`src/rtl/tmu_decay_arb_pkg.sv`:
```
// ---------------------------------------------------------------------------
// tmu_decay_arb_pkg
//   Shared definitions for the TMU decay-pipeline arbiter:
//     - arbiter state encodings (IDLE / GRANT / DRAIN)
//     - source identifiers for the owner / last-owner registers
//     - RGB565 field widths and the 6-bit brightness format
// ---------------------------------------------------------------------------
package tmu_decay_arb_pkg;

    // Arbiter FSM states
    typedef enum logic [1:0] {
        TMU_ARB_IDLE  = 2'd0,
        TMU_ARB_GRANT = 2'd1,
        TMU_ARB_DRAIN = 2'd2
    } tmu_arb_state_e;

    // Source identifiers, as held in the owner and last-owner registers
    localparam logic SRC_A = 1'b0;   // texture-mapped pixels
    localparam logic SRC_B = 1'b1;   // feedback / clear pass

    // RGB565 field widths
    localparam int unsigned RGB_R_W = 5;
    localparam int unsigned RGB_G_W = 6;
    localparam int unsigned RGB_B_W = 5;
    localparam int unsigned PIXEL_W = RGB_R_W + RGB_G_W + RGB_B_W;

    // Brightness (decay factor); full value passes the pixel unchanged
    localparam int unsigned BRIGHT_W    = 6;
    localparam logic [5:0]  BRIGHT_FULL = 6'h3f;

endpackage

```
`src/rtl/tmu_rr_pick2.sv`:
```
// ---------------------------------------------------------------------------
// tmu_rr_pick2
//   Combinational 2-way round-robin pick.
//   When both sources request, the one that did not own the pipeline last
//   wins; otherwise the sole requester wins.
//
// Ports
//   req_a    in   1  source A requesting
//   req_b    in   1  source B requesting
//   last     in   1  previous owner (SRC_A / SRC_B)
//   grant_b  out  1  1: B wins, 0: A wins (valid only when any=1)
//   any      out  1  at least one source requesting
// ---------------------------------------------------------------------------
module tmu_rr_pick2
    import tmu_decay_arb_pkg::*;
(
    input  logic req_a,
    input  logic req_b,
    input  logic last,
    output logic grant_b,
    output logic any
);

    always_comb begin
        any     = req_a | req_b;
        // B wins alone, or on contention when A was the last owner
        grant_b = req_b & (~req_a | (last == SRC_A));
    end

endmodule

```
`src/rtl/tmu_decay_arb.sv`:
```
// ---------------------------------------------------------------------------
// tmu_decay_arb
//   Shares the 3-stage TMU decay pipeline between two pixel sources,
//   A (texture-mapped pixels) and B (feedback / clear pass).
//   Ownership is granted per burst. Before the owner changes, the arbiter
//   waits for the decay pipeline to drain so that the downstream FML write
//   stage never sees pixels of A and B interleaved.
//
// Parameters
//   fml_depth  FML address width; pixel addresses are fml_depth-1 bits
//   max_burst  max pixels per grant before forced re-arbitration (>=1)
//
// Ports
//   sys_clk       in   system clock
//   sys_rst_n     in   asynchronous active-low reset
//   busy          out  arbiter not idle, or decay pipeline busy
//   a_stb_i       in   source A pixel valid
//   a_ack_o       out  source A pixel accepted
//   a_pixel       in   source A RGB565 pixel
//   a_dst_addr    in   source A destination address
//   a_brightness  in   source A decay factor (6'h3f = pass-through)
//   b_*                same five ports for source B
//   pipe_stb_o    out  pixel valid towards decay
//   pipe_ack_i    in   decay accept / pipeline advance
//   src_pixel     out  owner's pixel
//   dst_addr      out  owner's address
//   brightness    out  owner's brightness
//   decay_busy    in   decay pipeline holds valid pixels
// ---------------------------------------------------------------------------
module tmu_decay_arb
    import tmu_decay_arb_pkg::*;
#(
    parameter int unsigned fml_depth = 26,
    parameter int unsigned max_burst = 64
) (
    input  logic                   sys_clk,
    input  logic                   sys_rst_n,
    output logic                   busy,

    input  logic                   a_stb_i,
    output logic                   a_ack_o,
    input  logic [PIXEL_W-1:0]     a_pixel,
    input  logic [fml_depth-2:0]   a_dst_addr,
    input  logic [BRIGHT_W-1:0]    a_brightness,

    input  logic                   b_stb_i,
    output logic                   b_ack_o,
    input  logic [PIXEL_W-1:0]     b_pixel,
    input  logic [fml_depth-2:0]   b_dst_addr,
    input  logic [BRIGHT_W-1:0]    b_brightness,

    output logic                   pipe_stb_o,
    input  logic                   pipe_ack_i,
    output logic [PIXEL_W-1:0]     src_pixel,
    output logic [fml_depth-2:0]   dst_addr,
    output logic [BRIGHT_W-1:0]    brightness,
    input  logic                   decay_busy
);

    // Beat counter width: clog2(max_burst), at least one bit
    localparam int unsigned CntW = (max_burst > 1) ? $clog2(max_burst) : 1;
    localparam logic [CntW-1:0] CntLast = CntW'(max_burst - 1);

    tmu_arb_state_e  state_q, state_d;
    logic            owner_q, owner_d;
    logic            last_q,  last_d;
    logic [CntW-1:0] count_q, count_d;

    logic owner_stb;
    logic granting;
    logic transfer;
    logic pick_last;
    logic pick_b;
    logic pick_any;

    assign owner_stb = (owner_q == SRC_B) ? b_stb_i : a_stb_i;
    assign granting  = (state_q == TMU_ARB_GRANT);
    assign transfer  = granting & owner_stb & pipe_ack_i;

    // In DRAIN the last-owner register is only being updated this cycle, so
    // a re-grant straight out of DRAIN must already see the current owner as
    // "last" to keep the rotation fair.
    assign pick_last = (state_q == TMU_ARB_DRAIN) ? owner_q : last_q;

    tmu_rr_pick2 u_pick (
        .req_a   (a_stb_i),
        .req_b   (b_stb_i),
        .last    (pick_last),
        .grant_b (pick_b),
        .any     (pick_any)
    );

    // -----------------------------------------------------------------------
    // Next-state logic
    // -----------------------------------------------------------------------
    always_comb begin
        state_d = state_q;
        owner_d = owner_q;
        last_d  = last_q;
        count_d = count_q;

        unique case (state_q)
            TMU_ARB_IDLE: begin
                if (pick_any) begin
                    state_d = TMU_ARB_GRANT;
                    owner_d = pick_b ? SRC_B : SRC_A;
                    count_d = '0;
                end
            end

            TMU_ARB_GRANT: begin
                // Dropping stb ends the burst even if it comes back next cycle
                if (!owner_stb) begin
                    state_d = TMU_ARB_DRAIN;
                end else if (transfer) begin
                    if (count_q == CntLast) begin
                        state_d = TMU_ARB_DRAIN;
                    end else begin
                        count_d = count_q + CntW'(1);
                    end
                end
            end

            TMU_ARB_DRAIN: begin
                last_d = owner_q;
                // decay_busy only clears as pipe_ack_i advances the decay stages
                if (!decay_busy) begin
                    if (pick_any) begin
                        state_d = TMU_ARB_GRANT;
                        owner_d = pick_b ? SRC_B : SRC_A;
                        count_d = '0;
                    end else begin
                        state_d = TMU_ARB_IDLE;
                    end
                end
            end

            default: begin
                state_d = TMU_ARB_IDLE;
            end
        endcase
    end

    // -----------------------------------------------------------------------
    // State registers; last=B after reset so A wins the first contention
    // -----------------------------------------------------------------------
    always_ff @(posedge sys_clk or negedge sys_rst_n) begin
        if (!sys_rst_n) begin
            state_q <= TMU_ARB_IDLE;
            owner_q <= SRC_A;
            last_q  <= SRC_B;
            count_q <= '0;
        end else begin
            state_q <= state_d;
            owner_q <= owner_d;
            last_q  <= last_d;
            count_q <= count_d;
        end
    end

    // -----------------------------------------------------------------------
    // Handshake: combinational, only while granting
    // -----------------------------------------------------------------------
    always_comb begin
        pipe_stb_o = granting & owner_stb;
        a_ack_o    = granting & (owner_q == SRC_A) & pipe_ack_i;
        b_ack_o    = granting & (owner_q == SRC_B) & pipe_ack_i;
        busy       = (state_q != TMU_ARB_IDLE) | decay_busy;
    end

    // -----------------------------------------------------------------------
    // Data mux: follows the owner register, meaningful while pipe_stb_o=1.
    // Brightness travels with each pixel, so an owner change needs no
    // special handling here.
    // -----------------------------------------------------------------------
    always_comb begin
        if (owner_q == SRC_B) begin
            src_pixel  = b_pixel;
            dst_addr   = b_dst_addr;
            brightness = b_brightness;
        end else begin
            src_pixel  = a_pixel;
            dst_addr   = a_dst_addr;
            brightness = a_brightness;
        end
    end

endmodule

```
`config.mk`:
```
export PLATFORM = sky130hd
export DESIGN_NAME = tmu_decay_arb
export DESIGN_NICKNAME = d
export VERILOG_FILES = /design/src/rtl/tmu_decay_arb_pkg.sv /design/src/rtl/tmu_rr_pick2.sv /design/src/rtl/tmu_decay_arb.sv
export SDC_FILE = /design/constraint.sdc
export NUM_CORES = 1
export LEC_CHECK = 0
export CORE_AREA = 2 2 58 60
export CTS_BUF_LIST = sky130_fd_sc_hd__clkbuf_2
export DETAILED_ROUTE_END_ITERATION = 8
export DIE_AREA = 0 0 60 62
export DONT_BUFFER_PORTS = 1
export PLACE_DENSITY_LB_ADDON = 0.15
export SYNTH_ARGS = -nofsm -noshare
export SYNTH_HDL_FRONTEND = slang
export SYNTH_SLANG_ARGS = --single-unit
```
`constraint.sdc`:
```
create_clock -name sys_clk -period 1.5 [get_ports sys_clk]
set_input_delay 0.225 -clock sys_clk [delete_from_list [all_inputs] [get_ports sys_clk]]
set_output_delay 0.225 -clock sys_clk [all_outputs]
set_load 0.005 [all_outputs]
```
# [After elaboration in Yosys (flattened, before gate mapping)]
# Cells that the tools add are included.
[word_totals] ff_bits=10 out_inout_bits=51
[classes] addsub=1 reduce_logical=7 eq_ne=10 n_mux=22 n_bitwise=13
[op_table] operator="$mux W6" n=6
[op_table] operator="$mux W25" n=1
[op_table] operator="$pmux W6 S3" n=1
[op_table] operator="$mux W16" n=1
[op_table] operator="$mux W2" n=5
[op_table] operator="$ne A2 B2 Y1 const B" n=4
[op_table] operator="$and A1 B1 Y1" n=7
[op_table] operator="$add A6 B1 Y6 const B" n=1
[op_table] operator="$eq A6 B6 Y1 const B" n=1
[op_table] operator="$mux W1" n=6
[op_table] operator="$ne A3 B2 Y1 const B" n=2
[op_table] operator="$pmux W2 S3" n=1
[op_table] operator="$reduce_and A5 Y1" n=1
[op_table] operator="$reduce_and A4 Y1" n=1
[op_table] operator="$reduce_bool A2 Y1" n=2
[op_table] operator="$not A1 Y1" n=3
[op_table] operator="$or A1 B1 Y1" n=3
[op_table] operator="$reduce_bool A3 Y1" n=1
[op_table] operator="$eq A2 B1 Y1 const B" n=1
[op_table] operator="$eq A2 B2 Y1 const B" n=1
[op_table] operator="$logic_not A2 Y1" n=1
[op_table] operator="$ne A2 B1 Y1 const B" n=1
[op_table] operator="$pmux W1 S2" n=1
[op_table] operator="$reduce_and A2 Y1" n=1

# [Depth between registers and ports, before layout]
# Gate-level depths: netlist (run 1).
[logic_depth] depth_word=9 ltp_mapped=5 mapped_depth_nobuf=5

# [Hierarchy]
# Synthesis (run 1) repeated with hierarchy kept, for this count alone.
[hier_totals] cells_unflattened=112 area_unflattened_um2=1159.9
[by_module_without_submodules] module="tmu_decay_arb" seq_area_each_um2=251.5 cells_per_inst=110 n_inst=1 area_per_inst_um2=1146.1
[by_module_without_submodules] module="tmu_rr_pick2" seq_area_each_um2=0.0 cells_per_inst=2 n_inst=1 area_per_inst_um2=13.8

# [Worst setup path before layout (run 1)]
# No wires, ideal clock.
[synth_timing] path_kind="reg2reg" start="register count_q[0]" end="register count_q[5]" n_path_buf=0 synth_period_minus_slack_ns=1.506 path_stages_with_launch=6 arrival_time_ns=1.386 t_required_ns=1.380 slack_ns=-0.006 setup_time_ns=0.120 cell_sequence="dfrtp_1 -> ha_1 -> nand2_1 -> o211ai_4 -> or3_1 -> a31o_1"
[synth_between] elab_chain_cells=5
[synth_lines] item="from (decl)" line="tmu_decay_arb.sv:67" source="logic [CntW-1:0] count_q, count_d;"
[synth_lines] item="from (signal assigned)" line="tmu_decay_arb.sv:157" source="count_q <= count_d;"
[synth_lines] item="$add A6 B1 Y6" line="tmu_decay_arb.sv:119" source="count_d = count_q + CntW'(1);"
[synth_lines] item="$mux W6" line="tmu_decay_arb.sv:116" source="if (count_q == CntLast) begin"
[synth_lines] item="$mux W6" line="tmu_decay_arb.sv:115" source="end else if (transfer) begin"
[synth_lines] item="$mux W6" line="tmu_decay_arb.sv:113" source="if (!owner_stb) begin"
[synth_lines] item="$pmux W6 S3" line="tmu_decay_arb.sv:102" source="unique case (state_q)"
# Several ways; a longest one is shown, not always the timed one. The select of a mux whose other input is x is not followed.
# A chain may end at the register's enable or synchronous reset.

# [Worst setup path after layout (run 1)]
[layout_timing] start="register owner_q" end="output port dst_addr[8]"
[layout_between] elab_chain_cells=1
[layout_lines] item="from (decl)" line="tmu_decay_arb.sv:65" source="logic owner_q, owner_d;"
[layout_lines] item="from (signal assigned)" line="tmu_decay_arb.sv:155" source="owner_q <= owner_d;"
[layout_lines] item="$mux W25" line="tmu_decay_arb.sv:177" source="if (owner_q == SRC_B) begin"
[layout_lines] item="to (decl)" line="tmu_decay_arb.sv:55" source="output logic [fml_depth-2:0] dst_addr,"
# No other way between the ends.

==> results of run 1 <==
[final timing paths]
check,startpoint,endpoint
hold reg to reg,state_q[0],state_q[1]
setup reg to reg,owner_q,count_q[5]
max in group asynchronous,sys_rst_n,owner_q
min in group asynchronous,sys_rst_n,count_q[4]
setup / recovery,owner_q,dst_addr[8]
hold / removal,b_stb_i,owner_q
[synth_stat cells (2+ instances only)]
cell	count	area share, %
a32o_1	2	1.7
nand3_1	3	1.3
and2_1	2	1.1
o21ai_0	3	1.3
dfrtp_1	9	20
clkbuf_1	6	2.0
mux2_2	49	48
a31oi_1	2	1.1
nor2_1	2	0.65
o31a_1	2	1.5
and3_1	2	1.1
nor3_1	2	0.87
or3_1	2	1.1
nand2_1	7	2.3
[area by class of cell]
| cell class | instances | area share [%] |
|---|---|---|
| multi-input cells | 95 | 67.9 |
| flip-flops and latches | 10 | 17.4 |
| repair buffers | 12 | 9.06 |
| well taps | 46 | 3.93 |
| clock buffers | 4 | 1.37 |
| inverters | 1 | 0.256 |
[cells by family after synthesis]
group | after synthesis | synth area share, %
multiplexers | 50 | 49.1
AO/OA/AOI/OAI | 20 | 14.3
flip-flops | 10 | 21.8
AND/OR/NAND/NOR | 24 | 10.7
adder cells (fa/ha/maj) | 1 | 1.08
buffers and inverters | 8 | 2.93
[worst register-to-register path: cells and delay by family, from the launching register on]
| kind | cells | cell delay (ns) |
|---|---|---|
| muxes | 1 | 0.36 |
| AOI/OAI and AO/OA | 3 | 0.56 |
| DFF | 1 | 0.47 |
[sequential cells by signal, indices dropped and copies added (netlist names)]
register,cells
last_q,1
count_q,6
state_q,2
owner_q,1
[layer usage]
layer | vias to the layer above | GRT usage, %
li1 | 455 | -
met5 | - | 0
met1 | 471 | 17.8
met3 | 2 | 3.31
met2 | 85 | 30.4
met4 | 0 | 5.71
[metrics by stage]
stage                     hold WS [ns]  setup slack, ns  instances
final                            0.145          -0.0199        168
after global routing             0.121          -0.0843        168
after CTS                        0.120          -0.0527        165
after detailed placement       -0.0703           0.0233        159
after global placement         -0.0703           0.0338        159
after floorplan                -0.0706           0.0251        113
[report_power, final]
group          total (mW)  switching (mW)  internal [mW]
Clock               0.160          0.0889         0.0708
Sequential          0.438          0.0825          0.356
Combinational        1.89           0.826           1.07
[what timing repair did]
item | in CTS | in global routing
setup buffers | 0 | 3
pin swaps | 0 | 1
cloned | 1 | 0
hold endpoints to repair | 10 | 0
endpoints found under the setup margin | 48 | 55
hold buffers | 1 | 0
gates resized for setup | 3 | 34
==> flow_summary.ini, run 1 <==
[outcome]
status = finished, violations left
violations = negative setup slack

[die]
row_count = 21
initial_core_util_pct = 36.3
core_area_sq_mm = 0.00318
dieArea_sq_mm = 0.00372
die_x_um = 60
ios = 151
dieHeight_um = 62

[synthesis]
ys_ff_latch = 10
synthArstFlopShare_pct = 100
netlist_area_sq_mm = 0.00115
synthCells = 113
synth_edf_count = 0
ys.flop_type = dfrtp_1
syn-mean-instance-area_sq_um = 10.2
syn-num-nets = 214
yosysSeqAreaShare_pct = 21.8
ys_warn_count = 0
yosysUniqueCellTypes = 34

[setup_path]
worst-path-buf-inv = 1
crit_family = flip-flops
cp_num_cells = 2
startpoint_type = flop
reg2reg_depth = 4
required_ns = 1.27
reg2reg_slack_ns = 0.02
crit_path_cell_trace = buf_12, mux2_2
end_kind = primary output
critPathKind = flop to primary output
critical-path-max-stage-delay_ns = 0.45
worst-path-max-fanout = 26
critPathSlowestCell = dfrtp_2
critPathArrivalTime_ns = 1.29

[sta]
rsz0062_at_grt = yes
worstMarginPinSlew_ns = 0.480
finalHoldViolations = 0
drv_slew = 0
fin_setup_tns_ns = -0.148
worst_slack_ns = -0.0199
setup_violations = 18
fin_skew_ns = 0.0176
period_share_pct = 101
slew_headroom_pct = 67.9
fmax_mhz = 658
min_period_ns = 1.52

[detailed_routing]
top_layer_used = met4
vias = 1013
route.detailed.drc = 0
drt_iter0_markers = 49
ant_nets = 0
via_per_inst = 6.03
wl_met1_um = 1290
dr_wl_met2_um = 1870
wl_um = 3500
wl_met3_um = 320
wl_per_cell_um = 20.9
first_pass_iters = 4

[final_layout]
final.fill_count = 296
area_growth_pct = 26.9
multiInputGateArea_sq_um = 995
final_core_util_pct = 46.0
fin_nets = 224
design_area_sq_mm = 0.00146
final_cell_mix = mux2_4 (25), mux2_2 (25), buf_4 (7)
regArea_sq_um = 255
n_antenna_cell = 0
layout-drive-gt1-share_pct = 62.3

[clocking]
path_clk_slew_ns = 0.08
cts_tree = built
numCtsBuffers = 3
cts_root_buffer = clkbuf_2
htreeDepth = 1
insertion_delay_ns = 0.25
cts.path.max_buffers = 2
cts_num_sinks = 10

[grt]
antenna_found_initial = 0
grt_use_total_pct = 16.1
grt.overflow.total = 0
grt_pass1_wl_um = 4420
grt_max_degree = 27
grt_pass1_vias = 918

[min_path]
hold_path.class = input port to flop
min_path_cells = 1

[placed_design]
routabilityCongestion = 0.813
place_hpwl_um = 2770
io_buffers = 0
dpl_cell_area_sq_mm = 0.00125

[power_and_ir_drop]
cellPowerDensity_mw_per_mm2 = 1700
vdd.ir_drop.worst_v = 0.000662
p_leak_nw = 0.654
total_power_mw = 2.49

[run]
cap_violations = 0
Power figures use the tool's default switching activity.
==> inputs of run 2 (changes only) <==
--- a/config.mk
+++ b/config.mk
@@ -14,3 +14,4 @@
 export SYNTH_ARGS = -nofsm -noshare
 export SYNTH_HDL_FRONTEND = slang
 export SYNTH_SLANG_ARGS = --single-unit
+export TNS_END_PERCENT = 5
==> constraint.sdc (replaced) <==
create_clock -name sys_clk -period 1.6 [get_ports sys_clk]
set_input_delay 0.24 -clock sys_clk [delete_from_list [all_inputs] [get_ports sys_clk]]
set_output_delay 0.24 -clock sys_clk [all_outputs]
set_load 0.005 [all_outputs]
==> run 2 against run 1 <==
The run now ends clean. Sequential share of layout area grew 2.3 points. Global-route usage shrank 0.92 points. Non-clock buffer count shrank 6. Clock power shrank 3%. Hold slack lost 0.0046 ns. Via count shrank 4.3%. Die area is the same. Cell area shrank 12%. Critical path depth is the same. Routed wire length shrank 4.7%. Cell count shrank 3.6%. Critical endpoint is now brightness[5]. Largest cell class unchanged. Highest routed layer unchanged.
==> flow_summary.ini, run 2 (synthesis gave the netlist of run 1 again) <==
[grt]
grt.overflow.total = 0
grt_pass1_wl_um = 4200
grt_max_degree = 43
grt_pass1_vias = 837
grt_use_total_pct = 15.2
antenna_found_initial = 0

[final_layout]
largest_register_ffs = 6
final_core_util_pct = 40.5
top_regs = count_q: 6 flops, state_q: 2 flops
final_common_cell = mux2_2
layout-drive-gt1-share_pct = 56.0
area_growth_pct = 11.5
final_cell_mix = mux2_2 (49), dfrtp_1 (7), nand2_1 (6)
fin_nets = 218
n_antenna_cell = 0
top_register = count_q

[detailed_routing]
wl_per_cell_um = 20.6
via_per_inst = 5.98
drt_iter0_markers = 15
route.detailed.drc = 0
ant_nets = 0
wl_um = 3340
vias = 969
first_pass_iters = 4

[die]
die_x_um = 60
initial_core_util_pct = 36.3
row_count = 21
ios = 151
core_area_sq_mm = 0.00318
dieHeight_um = 62
dieArea_sq_mm = 0.00372

[clocking]
cts_num_sinks = 10
numCtsBuffers = 3
htreeDepth = 1
cts_tree = built
insertion_delay_ns = 0.26
path_clk_slew_ns = 0.10
cts.path.max_buffers = 2
cts_root_buffer = clkbuf_2

[setup_path]
crit_path_start = owner_q
critPathKind = flop to primary output
worstReg2RegStart = count_q[1]
end_kind = primary output
worst-path-max-fanout = 21
required_ns = 1.36
startpoint_type = flop
critPathArrivalTime_ns = 1.29

[power_and_ir_drop]
cellPowerDensity_mw_per_mm2 = 1540
p_leak_nw = 0.501
total_power_mw = 1.98
vdd.ir_drop.worst_v = 0.000463

[sta]
min_period_ns = 1.53
fin_skew_ns = 0.00567
period_share_pct = 95.7
slew_headroom_pct = 68.6
rsz0062_at_grt = yes
finalHoldViolations = 0
drv_slew = 0
fmax_mhz = 653
worstMarginPinSlew_ns = 0.466
setup_violations = 0

[min_path]
hold_path.class = input port to flop
hp-start = decay_busy

[placed_design]
place_hpwl_um = 2760
routabilityCongestion = 0.872
io_buffers = 0

[run]
cap_violations = 0

[outcome]
status = complete, no violations
## run 2: repair_timing
action                                  in CTS  in global routing
hold buffers                                 1                  0
gates cloned                                 0                  1
hold endpoints to repair                    10                  0
setup buffers                                0                  0
endpoints found under the setup margin      40                 45
resized for setup                            3                  3
## run 2: final timing paths
| path | slack (ns) | depth (start not counted) | end |
|---|---|---|---|
| setup / recovery | 0.07 | 2 | brightness[5] |
| hold / removal | 0.14 | 2 | state_q[1] |
| setup reg to reg | 0.10 | 5 | count_q[5] |
| hold reg to reg | 0.55 | 1 | count_q[3] |
| max in group asynchronous | 0.89 | 1 | last_q |
| min in group asynchronous | 0.36 | 1 | count_q[5] |
## run 2: power breakdown
part / internal, mW / switching, mW
registers: 0.331 / 0.0833
logic: 0.768 / 0.645
clock network: 0.0664 / 0.0899
## run 2: worst max-delay path, stage by stage (launching register included)
cell	delay (ns)
dfrtp_2	0.45
clkbuf_16	0.22
mux2_2	0.36
## run 2: layout make-up
| cell class | instances | area [sq um] |
|---|---|---|
| tap | 46 | 57.6 |
| fill | 326 | 1890 |
| inverter | 1 | 3.75 |
| timing repair buffer | 6 | 77.6 |
| clock buffer | 4 | 20.0 |
| sequential | 10 | 254 |
| multi-input combinational | 95 | 873 |
## run 2: per-stage QoR
step	setup WS, ns	area (sq um)	TNS (ns)	hold WS, ns	cells
after floorplan	0.0939	1150	0	-0.0556	113
after global placement	0.0731	1210	0	-0.0554	156
after detailed placement	0.0301	1210	0	-0.0553	156
after CTS	0.0205	1250	0	0.123	161
after global routing	-0.00734	1290	-0.0638	0.108	162
final	0.0695	1290	0	0.140	162
## run 2: metal layers
metal / GRT usage [%] / vias to the layer above / share of wire [%]
met3: 5.80 / 2 / 8.8
met2: 25.9 / 63 / 54
met5: 0 / - / 0
li1: - / 447 / -
met4: 1.90 / 0 / 0.24
met1: 18.7 / 457 / 37
